[src/rtl/branch_redirect_ctrl_pkg.sv]
// Shared types for the branch redirect controller: FSM states, control-kind
// encoding and the instruction-alignment mask used by the misalign check.
package branch_ctrl_pkg;

  typedef enum logic [1:0] {IDLE, HOLD, REDIR} br_state_t;

  typedef enum logic [1:0] {CK_NONE, CK_BRANCH, CK_JAL, CK_JALR} ctrl_kind_t;

  // Without compressed instructions, targets must be 4-byte aligned. Bit 0 of
  // a jalr target is already cleared, so only bit 1 can be wrong.
  localparam logic [1:0] ALIGN_MASK = 2'b10;

endpackage

[src/rtl/branch_target_calc.sv]
// Combinational target datapath: resolves the control kind (jal > jalr > branch),
// the taken decision, and the redirect target for the decode instruction.
module branch_target_calc
  import branch_ctrl_pkg::*;
#(
  parameter int unsigned XLEN = 32
) (
  input  logic            dec_valid,
  input  logic            branch,
  input  logic            jal,
  input  logic            jalr,
  input  logic            cond_taken,
  input  logic [XLEN-1:0] pc_dec,
  input  logic [XLEN-1:0] branoff,
  output ctrl_kind_t      kind,
  output logic            taken,
  output logic [XLEN-1:0] target
);

  always_comb begin
    kind = CK_NONE;
    if (dec_valid) begin
      if (jal)         kind = CK_JAL;
      else if (jalr)   kind = CK_JALR;
      else if (branch) kind = CK_BRANCH;
    end
  end

  always_comb begin
    taken = 1'b0;
    case (kind)
      CK_JAL, CK_JALR: taken = 1'b1;
      CK_BRANCH:       taken = cond_taken;
      default:         taken = 1'b0;
    endcase
  end

  // jalr already carries the absolute rs1+imm; the others are PC-relative.
  always_comb begin
    target = pc_dec + branoff;
    if (kind == CK_JALR) target = {branoff[XLEN-1:1], 1'b0};
  end

endmodule

[src/rtl/branch_redirect_ctrl.sv]
// Branch redirect controller: sequences IDLE/HOLD/REDIR and drives the PC
// redirect plus IF/ID stall/flush. Optional macro: BRANCH_MISALIGN_CHK_EN.
module branch_redirect_ctrl
  import branch_ctrl_pkg::*;
#(
  parameter int unsigned XLEN = 32
) (
  input  logic            clk,
  input  logic            Rst,
  input  logic            dec_valid,
  input  logic            branch,
  input  logic            jal,
  input  logic            jalr,
  input  logic            cond_taken,
  input  logic [XLEN-1:0] pc_dec,
  input  logic [XLEN-1:0] branoff,
  input  logic            rs1_hazard,
  output logic            stall_if_id,
  output logic            pc_redirect,
  output logic [XLEN-1:0] pc_target,
  output logic            flush_if_id,
  output logic            trap_misalign
);

  br_state_t       state, state_nxt;
  ctrl_kind_t      kind;
  logic            taken;
  logic [XLEN-1:0] target;
  logic            ctrl;
  logic            needs_rs1;
  logic            capture;

  branch_target_calc #(.XLEN(XLEN)) u_calc (
    .dec_valid  (dec_valid),
    .branch     (branch),
    .jal        (jal),
    .jalr       (jalr),
    .cond_taken (cond_taken),
    .pc_dec     (pc_dec),
    .branoff    (branoff),
    .kind       (kind),
    .taken      (taken),
    .target     (target)
  );

  assign ctrl      = (kind != CK_NONE);
  assign needs_rs1 = (kind == CK_JALR) || (kind == CK_BRANCH);

  always_ff @(posedge clk or negedge Rst) begin
    if (!Rst) state <= IDLE;
    else      state <= state_nxt;
  end

  always_comb begin
    state_nxt   = state;
    capture     = 1'b0;
    stall_if_id = 1'b0;
    case (state)
      IDLE: begin
        if (ctrl && needs_rs1 && rs1_hazard) begin
          state_nxt   = HOLD;
          stall_if_id = 1'b1;
        end else if (ctrl && taken) begin
          state_nxt = REDIR;
          capture   = 1'b1;
        end
      end
      HOLD: begin
        stall_if_id = rs1_hazard;
        if (!ctrl) begin
          state_nxt = IDLE;
        end else if (!rs1_hazard) begin
          state_nxt = taken ? REDIR : IDLE;
          capture   = taken;
        end
      end
      REDIR:   state_nxt = IDLE;
      default: state_nxt = IDLE;
    endcase
    // Stall is combinational on decode inputs, so keep it quiet while in reset.
    if (!Rst) stall_if_id = 1'b0;
  end

  always_ff @(posedge clk or negedge Rst) begin
    if (!Rst)         pc_target <= '0;
    else if (capture) pc_target <= target;
  end

  assign flush_if_id = (state == REDIR);

`ifdef BRANCH_MISALIGN_CHK_EN
  logic misalign_q;

  always_ff @(posedge clk or negedge Rst) begin
    if (!Rst)         misalign_q <= 1'b0;
    else if (capture) misalign_q <= |(target[1:0] & ALIGN_MASK);
  end

  assign pc_redirect   = (state == REDIR) && !misalign_q;
  assign trap_misalign = (state == REDIR) &&  misalign_q;
`else
  assign pc_redirect   = (state == REDIR);
  assign trap_misalign = 1'b0;
`endif

endmodule

[config.mk]
export PLATFORM = sky130hd
export DESIGN_NAME = branch_redirect_ctrl
export DESIGN_NICKNAME = d
export VERILOG_FILES = /design/src/rtl/branch_redirect_ctrl_pkg.sv /design/src/rtl/branch_target_calc.sv /design/src/rtl/branch_redirect_ctrl.sv
export SDC_FILE = /design/constraint.sdc
export NUM_CORES = 1
export LEC_CHECK = 0
export BUFFER_PORTS_ARGS = -buffer_cell sky130_fd_sc_hd__buf_2
export CAP_MARGIN = 25
export CORE_MARGIN = 8
export CORE_UTILIZATION = 35
export CTS_CLUSTER_DIAMETER = 30
export CTS_CLUSTER_SIZE = 10
export DETAILED_ROUTE_END_ITERATION = 12
export GPL_TIMING_DRIVEN = 0
export SYNTH_ARGS = -nofsm -noshare
export SYNTH_HDL_FRONTEND = slang
export SYNTH_HIERARCHICAL = 1
export SYNTH_SLANG_ARGS = --single-unit
export TNS_END_PERCENT = 5
[constraint.sdc]
create_clock -name clk -period 1.94 [get_ports clk]
set_clock_uncertainty 0.1 [all_clocks]
set_input_delay 0.194 -clock clk [delete_from_list [all_inputs] [get_ports clk]]
set_output_delay 0.194 -clock clk [all_outputs]
set_load 0.005 [all_outputs]
-- Word-level counts from Yosys, hierarchy flattened
Cells that the tools add are included.
- bits in registers: 34
- bits of input ports: 72
- output and inout port bits: 36
- $add $sub $neg: 1
- equal/unequal tests: 7
- multiplexer cells: 20
- reductions and logical operators: 8
- operator list (operator ; count):
    32-bit adder ; 1
    32-bit two-way mux ; 1
    2-bit two-way mux ; 8
    1-bit two-way mux ; 7
    2-bit equality test (second input constant) ; 3
    3-bit != test (second input constant) ; 2
    1-bit one-hot mux with 2 select lines ; 3
    2-bit by 1-bit equality test with 1-bit output (second input constant) ; 2
    2-bit one-hot mux with 2 select lines ; 1
    1-bit logical AND ; 3
    2-bit logical NOT ; 1
    2-bit AND reduction ; 1
    2-bit nonzero test ; 1
    2-bit OR reduction ; 1
    1-bit logical OR ; 1

-- Longest topological paths before layout
Gate-level depths: netlist of run 1.
- depth after elaboration: 11
- depth in mapped cells: 11
- depth with buffers taken out: 11

-- Cells and area by module
The synthesis of run 1 kept the hierarchy.
- by module, submodules not included (module ; times used ; cells each ; area an instance (µm²) ; seq. area each (µm²)):
    branch_target_calc ; 1 ; 303 ; 2020.7 ; 0.0
    branch_redirect_ctrl ; 1 ; 81 ; 1463.9 ; 850.8

-- Least setup slack after synthesis of run 1
No wires, ideal clock.
- path kind: in2reg
- start: input pc_dec[15]
- end: register pc_target[24]
- setup time: 0.125 ns
- arrival: 2.379 ns
- path slack: -0.664 ns
- cell stages on the path: 10
- path through: ha_1 a21o_1 a21o_1 a21o_1 or4_1 o2111ai_1 nand2_1 xnor2_1 mux2_2 mux2_4
- longest elaborated chain between the ends: 2
- ends and longest elaborated chain (item ; line ; source):
    from (decl) ; branch_redirect_ctrl.sv:15 ; input logic [XLEN-1:0] pc_dec,
    32-bit adder ; branch_target_calc.sv:40 ; target = pc_dec + branoff;
    32-bit two-way mux ; branch_target_calc.sv:41 ; if (kind == CK_JALR) target = {branoff[XLEN-1:1], 1'b0};
    net target[24] ; branch_redirect_ctrl.sv:28 ; logic [XLEN-1:0] target;
    to (signal assigned) ; branch_redirect_ctrl.sv:86 ; else if (capture) pc_target <= target;
    to (decl) ; branch_redirect_ctrl.sv:20 ; output logic [XLEN-1:0] pc_target,
The timed path passes the listed nets, and every way through them passes these cells.
A chain may end at the register's enable or synchronous reset.

-- Worst setup path in the final report of run 1
- start: input pc_dec[1]
- end: register pc_target[23]
The elaborated chain is that of the path after synthesis.

==> metrics.md, run 1 <==
| Metric | Value |
|---|---|
| Core region area | `9729 um2` |
| Total number of clock tree sinks | `34` |
| Net count of the mapped netlist | `488` |
| Iteration-0 DRC count of the detailed router | `120` |
| Clock network latency to the later pin of the worst-skew pair | `around 0.29 ns` |
| Port-buffer cells | `106` |
| Wire length of the first global-routing pass | `16.64 mm` |
| Slowest cell on crit path | `sky130_fd_sc_hd__a221oi_4` |
| Crit path buf inv count | `1` |
| Type of origin of the critical path | `primary input` |
| Setup repair after global routing missed its margin | `yes` |
| Post-layout minimum cycle time | `2.486 ns` |
| Width of the die | `between 100 and 150 um` |
| Std cell rows | `36` |
| Primary flip-flop cell chosen by synthesis mapping | `sky130_fd_sc_hd__dfrtp_1` |
| Power density over the cells | `820.8 nW/um2` |
| Post-DR vias/cell | `5.100` |
| Share of synthesized flip-flops with an asynchronous set or reset | `1.000` |
| Floorplan die height | `115.8 um` |
| Pin count of the biggest net entering global routing | `36` |
| Final max-slew violation count | `0` |
| Achievable clock frequency | `402.2 MHz` |
| Count of max-cap constraint violations | `0` |
| GRT Overall Usage | `0.1556` |
| Wire length on met3 | `559 um` |
| Final net count | `about 600` |
| CTS buffer count | `5` |
| Synthesized area divided by synthesized cell count | `slightly above 9 um2` |
| Number of enable flip-flop cells after synthesis | `0` |
| Io pins | `108` |
| Clock tree from TritonCTS | `built` |
| Number of different library cells in the post-synthesis netlist | `55` |
| Routed via count | `3,228` |
| Area of the die | `around 13,000 um2` |
| Class of the tightest hold or removal check | `primary input to async pin` |
| Number of antenna-violating nets in the routed design | `0` |
| Global placer's final weighted congestion | `0.8433` |
| Synthesis-to-layout area growth | `31.78%` |
| Kind of cell adding the most delay to the critical path | `compound AO/OA/AOI/OAI gates` |
| Post-place setup slack | `-1.212 ns` |
| CTS root buffer | `sky130_fd_sc_hd__clkbuf_8` |
| Post-synth design cell area | `approximately 3500 um2` |
| Portion of the clock cycle consumed by the worst path in the final layout | `1.282` |
| Ratio of cells with drive above 1 in the final layout | `0.3920` |
| Synthesis warning total | `6` |
| Number of iterations in the first detailed-routing pass | `4` |
| FF+latch count, synth | `34` |
| Antenna violations before repair | `0` |
| Post-Syn Instances | `384` |
| Min setup slack post-route | `-0.5464 ns` |
| Violated checks | `hold timing, setup timing` |
| Topmost layer with routed signal wires | `met4` |
| Overflow left after global routing | `0` |
| Via count of the first global-routing pass | `3,327` |
| Required time at the endpoint of the critical path | `2.02 ns` |
| Clock slew seen by the registers of the worst setup and hold paths | `roughly 0.09 ns` |
| Largest voltage drop on the vdd net | `around 0.00036 V` |
| Outcome | `complete, but fails checks` |
| Routed wire length per instance | `16.10 um` |
| Initial standard-cell utilization of the core | `0.3582` |
| Count of final hold-check violations | `34` |
| Register area share after synthesis | `0.2442` |
| Routed length on met1 | `4.733 mm` |
| Slack of the worst reg-to-reg path | `around 0.35 ns` |
| Met2 Routed Length | `4.823 mm` |
| Post-route DRC violation count | `0` |
| Buffer levels on the longest clock path | `2` |
| Endpoint class of the critical path | `flop` |
| Cell-by-cell trace of the critical path | `buf_2, ha_4, a211oi_2, o211a_1, o31ai_2, a221o_1, a221oi_4, o21ai_1, xnor2_1, a21oi_1, mux2_4` |
| Transition time at the pin with the least slew margin | `0.8232 ns` |
| Total number of H-tree levels | `2` |
| Max-Slew Margin vs Limit | `0.4512` |
| Arrival time of data at the critical path endpoint | `2.56 ns` |
| Setup-failing EPs final | `21` |
| Worst setup path class | `primary input to flop` |
| Critical path fanouts, max | `3` |
| Highest cell delay on the worst timing path | `between 0.3 and 0.4 ns` |
| Number of diodes | `0` |
| HPWL reported at the end of detailed placement | `8.128 mm` |
| Post-detailed-routing wire length | `about 10 mm` |
| Leakage power figure | `2.162 nW` |
| Hold slack final | `-0.1077 ns` |
==> layer usage <==
layer  track usage  vias to the layer above
met5             0                        -
met4       0.03371                        0
met3       0.03700                        7
met2        0.2609                       73
met1        0.1973                     1502
li1              -                     1646
==> repair_timing <==
item / in CTS / in global routing
pin swaps: 14 / 8
setup endpoints to repair: 32 / 30
buffers inserted: 2 / 0
endpoints found under the hold margin: 34 / 34
gates resized for setup: 25 / 9
==> synth_stat cells (3+ instances only) <==
master                     number  share of area
sky130_fd_sc_hd__o21ai_1       12          0.017
sky130_fd_sc_hd__clkbuf_1      15          0.016
sky130_fd_sc_hd__o211ai_1       3         0.0065
sky130_fd_sc_hd__nor3b_1        7          0.015
sky130_fd_sc_hd__a31oi_1        4         0.0072
sky130_fd_sc_hd__nor3_1         3         0.0043
sky130_fd_sc_hd__ha_1          31           0.11
sky130_fd_sc_hd__dfrtp_1       34           0.24
sky130_fd_sc_hd__xnor2_1       13          0.033
sky130_fd_sc_hd__nand2_1       33          0.036
sky130_fd_sc_hd__o21ai_0       14          0.020
sky130_fd_sc_hd__nor2b_1        4         0.0072
sky130_fd_sc_hd__o21a_1         5          0.011
sky130_fd_sc_hd__and2_1         3         0.0054
sky130_fd_sc_hd__nor2_1        28          0.030
sky130_fd_sc_hd__mux2_4        29           0.12
sky130_fd_sc_hd__inv_1          6         0.0065
sky130_fd_sc_hd__a21oi_1       41          0.059
sky130_fd_sc_hd__nand4_1        9          0.016
sky130_fd_sc_hd__a21o_1        23          0.050
sky130_fd_sc_hd__buf_12         3          0.017
sky130_fd_sc_hd__a211oi_1       4         0.0086
sky130_fd_sc_hd__nand3_1        3         0.0043
sky130_fd_sc_hd__o21bai_1       6          0.013
sky130_fd_sc_hd__xor2_1        12          0.030
sky130_fd_sc_hd__mux2_2         4          0.013
==> placed cells by master, fill, tap and decap left out, types with 13 or more instances in the layout <==
master	synthesis	routed
sky130_fd_sc_hd__xnor2_1	13	13
sky130_fd_sc_hd__o21ai_0	14	13
sky130_fd_sc_hd__ha_1	31	23
sky130_fd_sc_hd__a21o_1	23	23
sky130_fd_sc_hd__mux2_4	29	29
sky130_fd_sc_hd__dfrtp_1	34	34
sky130_fd_sc_hd__buf_2	0	102
sky130_fd_sc_hd__a21oi_1	41	36
sky130_fd_sc_hd__nor2_1	28	26
sky130_fd_sc_hd__nand2_1	33	32
==> final cells by class <==
class | instances | area (um2)
Buffer | 22 | 153.9
Clock buffer | 6 | 82.58
Clock inverter | 2 | 60.06
Fill cell | 989 | 5137
Inverter | 6 | 22.52
Multi-Input combinational cell | 322 | 2669
Sequential cell | 34 | 850.8
Tap cell | 133 | 166.4
Timing Repair Buffer | 108 | 586.8
==> cells by family after synthesis <==
kind of cell,synth area share
AND/OR/NAND/NOR,0.1440
other,0.001076
flip-flops,0.2442
adder cells (fa/ha/maj),0.1171
buffers and inverters,0.04847
XOR/XNOR,0.06284
multiplexers,0.1436
AO/OA/AOI/OAI,0.2388
==> final timing paths <==
check | startpoint | to | depth (start not counted)
worst max-delay path | pc_dec[1] | pc_target[23] | 11
worst min register to register | state[1] | state[0] | 1
min in group clk | rs1_hazard | state[0] | 2
worst min-delay path | Rst | pc_target[30] | 1
worst max register to register | state[0] | pc_target[23] | 5
max in group asynchronous | Rst | pc_target[29] | 1
==> registers in the layout, indices dropped and copies added, names as in the netlist <==
| name | cells |
|---|---|
| pc_target | 32 |
| state | 2 |
==> where the power goes <==
part / internal, mW / switching [mW]
Sequential: 1.00 / 0.148
Combinational: 1.01 / 0.755
Clock: 0.549 / 0.305
Total: 2.56 / 1.21
==> metrics by stage <==
stage / utilization / TNS, ns / total power, mW / area, um2 / cells
after floorplan: - / -8.172 / 2.278 / 3606 / 384
after global routing: 0.4720 / -9.481 / 4.045 / 4592 / 633
after global placement: 0.4423 / -26.57 / 2.877 / 4303 / 623
after detailed placement: 0.4423 / -27.19 / 2.894 / 4303 / 623
final: 0.4720 / -6.773 / 3.769 / 4592 / 633
after CTS: 0.4693 / -7.187 / 3.814 / 4566 / 633
No activity file was read; power rests on OpenSTA's default activity.
==> inputs of run 2 (changes only) <==
Settings changed: ABC_AREA set to 1, CORE_MARGIN 8 to 4, PLACE_DENSITY set to 0.67.
==> run 2 against run 1 <==
  * Routed wire length is 28% higher
  * Register-to-register slack better by 0.18 ns
  * Via count is 50% higher
  * Critical endpoint is now pc_target[16]
  * Largest power group unchanged
  * The run ends with hold timing left
  * Synthesized area is 27% higher
  * Core utilization is 2.9 points lower
  * Clock power is 15% lower
  * Critical path depth is 1 higher
==> metrics.md, run 2 <==
| Metric | Value |
|---|---|
| Outcome | `complete, but fails checks (unchanged)` |
| Violated checks | `hold timing (was hold timing, setup timing)` |
| Area of the multi-input gates | `3057 um2 (was 2669 um2)` |
| Post-place setup slack | `-0.4179 ns (was -1.212 ns)` |
| Floorplan die height | `120.3 um (was 115.8 um)` |
| Most frequent standard cell in the layout excluding fill and tap cells | `sky130_fd_sc_hd__nand2_1 (was sky130_fd_sc_hd__buf_2)` |
| Clock network latency to the later pin of the worst-skew pair | `0.27 ns (was 0.29 ns)` |
| Number of enable flip-flop cells after synthesis | `0 (unchanged)` |
| Clock slew seen by the registers of the worst setup and hold paths | `0.05 ns (was 0.09 ns)` |
| Max-Slew Margin vs Limit | `0.4988 (was 0.4512)` |
| Count of final hold-check violations | `34 (unchanged)` |
| Internal power contribution | `2.106 mW (was 2.562 mW)` |
| Clock tree from TritonCTS | `built (unchanged)` |
| Flip-flop count of the largest register after layout | `32 (unchanged)` |
| Post-detailed-routing wire length | `13.09 mm (was 10.19 mm)` |
| Largest registers | `pc_target (32), state (2) (unchanged)` |
| Filler cell count | `1,345 (was 989)` |
| Setup_tns | `0 ns (was -6.773 ns)` |
| Critical path fanouts, max | `4 (was 3)` |
| Seq pwr share | `0.315 (was 0.306)` |
| Iteration-0 DRC count of the detailed router | `270 (was 120)` |
| Total number of H-tree levels | `2 (unchanged)` |
| Synthesized area divided by synthesized cell count | `5.824 um2 (was 9.074 um2)` |
| Power spent charging and discharging nets | `1.384 mW (was 1.207 mW)` |
| Setup-failing EPs final | `0 (was 21)` |
| Global placer's final weighted congestion | `0.9211 (was 0.8433)` |
| Top cell types by occurrence after synthesis | `sky130_fd_sc_hd__nand2_1 (326), sky130_fd_sc_hd__inv_1 (106), sky130_fd_sc_hd__nand3_1 (79), sky130_fd_sc_hd__nor2_1 (39), sky130_fd_sc_hd__dfrtp_1 (34) (was sky130_fd_sc_hd__a21oi_1 (41), sky130_fd_sc_hd__dfrtp_1 (34), sky130_fd_sc_hd__nand2_1 (33), sky130_fd_sc_hd__ha_1 (31), sky130_fd_sc_hd__mux2_4 (29))` |
| Transition time at the pin with the least slew margin | `0.7518 ns (was 0.8232 ns)` |
| Wire length of the first global-routing pass | `21.04 mm (was 16.64 mm)` |
| Largest register by flop count | `pc_target (unchanged)` |
| Number of antenna-violating nets in the routed design | `0 (unchanged)` |
| Port-buffer cells | `106 (unchanged)` |
| Power density over the cells | `648.4 nW/um2 (was 820.8 nW/um2)` |
| Std cell rows | `40 (was 36)` |
| Worst setup path class | `primary input to flop (unchanged)` |
| Core region area | `12,160 um2 (was 9729 um2)` |
| Largest voltage drop on the vdd net | `0.0003040 V (was 0.0003606 V)` |
| Number of iterations in the first detailed-routing pass | `5 (was 4)` |
| Class of the tightest hold or removal check | `primary input to async pin (unchanged)` |
| Area of the die | `14,470 um2 (was 13,410 um2)` |
| Count of max-cap constraint violations | `0 (unchanged)` |
| Buffer levels on the longest clock path | `2 (unchanged)` |
| Overflow left after global routing | `0 (unchanged)` |
| Hold slack final | `-0.1078 ns (was -0.1077 ns)` |
| Synthesis warning total | `6 (unchanged)` |
| Finished Cell Area | `5381 um2 (was 4592 um2)` |
| Clock network fraction of total power | `0.207 (was 0.226)` |
| Antenna violations before repair | `0 (unchanged)` |
| Io pins | `108 (unchanged)` |
| Area after DPL | `5155 um2 (was 4303 um2)` |
| Pin count of the biggest net entering global routing | `36 (unchanged)` |
| Post-synthesis cell type with the largest combined area | `sky130_fd_sc_hd__nand2_1 (was sky130_fd_sc_hd__dfrtp_1)` |
| FF+latch count, synth | `34 (unchanged)` |
| Top-count cell post-synth | `sky130_fd_sc_hd__nand2_1 (was sky130_fd_sc_hd__a21oi_1)` |
| Post-synth design cell area | `4414 um2 (was 3485 um2)` |
| Gate power share | `0.478 (was 0.468)` |
| Final net count | `979 (was 603)` |
| Routed wire length per instance | `12.55 um (was 16.10 um)` |
| Type of origin of the critical path | `primary input (unchanged)` |
| Via count of the first global-routing pass | `4,517 (was 3,327)` |
| Number of different library cells in the post-synthesis netlist | `37 (was 55)` |
| Endpoint class of the critical path | `flop (unchanged)` |
| Portion of the clock cycle consumed by the worst path in the final layout | `0.9619 (was 1.282)` |
| Arrival time of data at the critical path endpoint | `1.98 ns (was 2.56 ns)` |
| Initial standard-cell utilization of the core | `0.3630 (was 0.3582)` |
| Post-layout minimum cycle time | `1.866 ns (was 2.486 ns)` |
| Net count of the mapped netlist | `862 (was 488)` |
| Ratio of cells with drive above 1 in the final layout | `0.2491 (was 0.3920)` |
| Final max-slew violation count | `0 (unchanged)` |
| Post-route DRC violation count | `0 (unchanged)` |
| Total power | `3.489 mW (was 3.769 mW)` |
| Synthesis-to-layout area growth | `21.91% (was 31.78%)` |
| Primary flip-flop cell chosen by synthesis mapping | `sky130_fd_sc_hd__dfrtp_1 (unchanged)` |
| Sequential cell area | `850.8 um2 (unchanged)` |
| Post-DR vias/cell | `4.640 (was 5.100)` |
| Commonest cells after routing, fill and taps aside | `sky130_fd_sc_hd__nand2_1 (322), sky130_fd_sc_hd__buf_2 (114), sky130_fd_sc_hd__inv_1 (106) (was sky130_fd_sc_hd__buf_2 (102), sky130_fd_sc_hd__a21oi_1 (36), sky130_fd_sc_hd__dfrtp_1 (34))` |
| Top post-synthesis cells by area | `sky130_fd_sc_hd__nand2_1 (28%), sky130_fd_sc_hd__dfrtp_1 (19%), sky130_fd_sc_hd__inv_1 (9.0%) (was sky130_fd_sc_hd__dfrtp_1 (24%), sky130_fd_sc_hd__mux2_4 (12%), sky130_fd_sc_hd__ha_1 (11%))` |
| Share of synthesized flip-flops with an asynchronous set or reset | `1.000 (unchanged)` |
| Number of diodes | `0 (unchanged)` |
| Total number of clock tree sinks | `34 (unchanged)` |
| Min setup slack post-route | `0.07399 ns (was -0.5464 ns)` |
| GRT Overall Usage | `0.1796 (was 0.1556)` |
| Register area share after synthesis | `0.1927 (was 0.2442)` |
| CTS buffer count | `5 (unchanged)` |
| Portion of synthesized cell area occupied by the leading cell type | `0.2772 (was 0.2442)` |
| Leakage power figure | `3.255 nW (was 2.162 nW)` |
| Slowest cell on crit path | `sky130_fd_sc_hd__fa_2 (was sky130_fd_sc_hd__a221oi_4)` |
| CTS root buffer | `sky130_fd_sc_hd__clkbuf_16 (was sky130_fd_sc_hd__clkbuf_8)` |
| Switching share of power | `0.3966 (was 0.3202)` |
| Routed via count | `4,839 (was 3,228)` |
| Setup repair after global routing missed its margin | `yes (unchanged)` |
| Required time at the endpoint of the critical path | `2.05 ns (was 2.02 ns)` |
| Cell-by-cell trace of the critical path | `buf_2, ha_2, fa_2, nand3_2, nand3_2, a21oi_1, nor2_1, o21ai_0, nand3_1, nand2_1, nand3_1, nand2_1 (was buf_2, ha_4, a211oi_2, o211a_1, o31ai_2, a221o_1, a221oi_4, o21ai_1, xnor2_1, a21oi_1, mux2_4)` |
| Highest cell delay on the worst timing path | `0.42 ns (was 0.37 ns)` |
| Post-Syn Instances | `758 (was 384)` |
| Achievable clock frequency | `535.9 MHz (was 402.2 MHz)` |
| HPWL reported at the end of detailed placement | `11.14 mm (was 8.128 mm)` |
| Width of the die | `120.3 um (was 115.8 um)` |
==> run 2: power groups by stage <==
stage,sequential [mW],clock [mW],combinational [mW]
2_1_floorplan,1.12,0,0.991
3_3_place_gp,1.10,0,1.63
3_5_place_dp,1.11,0,1.64
4_1_cts,1.10,0.740,1.64
5_1_grt,1.13,0.765,1.89
6_report,1.10,0.724,1.67
==> run 2: final cells by class <==
| type | instances | area share |
|---|---|---|
| buffer | 17 | 0.02441 |
| clock buffer | 7 | 0.02465 |
| inverter | 117 | 0.08161 |
| multi-input combinational | 590 | 0.5680 |
| sequential | 34 | 0.1581 |
| tap | 168 | 0.03906 |
| timing repair buffer | 110 | 0.1042 |
==> run 2: path summary, 6_finish.rpt <==
| kind | startpoint | endpoint | slack [ns] | cells after the start |
|---|---|---|---|---|
| setup / recovery | pc_dec[0] | pc_target[16] | 0.07 | 12 |
| hold / removal | Rst | pc_target[4] | -0.11 | 1 |
| setup reg to reg | state[1] | pc_target[30] | 0.53 | 7 |
| hold reg to reg | pc_target[20] | pc_target[20] | 0.36 | 2 |
| max in group asynchronous | Rst | pc_target[21] | 1.37 | 1 |
| min in group clk | rs1_hazard | state[0] | 0.13 | 3 |
==> run 2: stage by stage <==
step	util	hold WS, ns	cells
2_1_floorplan	-	-0.2016	758
3_3_place_gp	0.4239	0.2062	1032
3_5_place_dp	0.4239	0.2078	1032
4_1_cts	0.4354	-0.08372	1039
5_1_grt	0.4425	-0.03966	1043
6_report	0.4425	-0.1078	1043
==> run 2: repair_timing <==
action / 4_1_cts / 5_1_grt
pin swaps: 0 / 7
resized for setup: 2 / 15
setup buffers: 0 / 4
hold endpoints to repair: 34 / 34
setup endpoints to repair: 6 / 6
==> run 2: kinds of logic after synthesis <==
logic type               Yosys count  synth area share
adder cells (fa/ha/maj)           32           0.09240
flip-flops                        34            0.1927
buffers and inverters            134            0.1293
XOR/XNOR                           6           0.01190
other                              1         0.0008495
AO/OA/AOI/OAI                     40           0.05471
AND/OR/NAND/NOR                  511            0.5181
==> run 2: per-layer routing <==
layer | wire (um) | vias up | share of wire | global-route usage
li1 | - | 2573 | - | -
met1 | 6108 | 2150 | 0.47 | 0.2453
met2 | 6119 | 106 | 0.47 | 0.3010
met3 | 673 | 10 | 0.051 | 0.01777
met4 | 187 | 0 | 0.014 | 0.05312
met5 | 0 | - | 0 | 0
==> run 2: critical path, delay by kind of cell <==
| kind | cells | cell delay, ns |
|---|---|---|
| and+or+nand+nor | 7 | 0.64 |
| adders and majority gates | 2 | 0.63 |
| AOI/OAI and AO/OA | 2 | 0.41 |
| buffers and inverters | 1 | 0.10 |
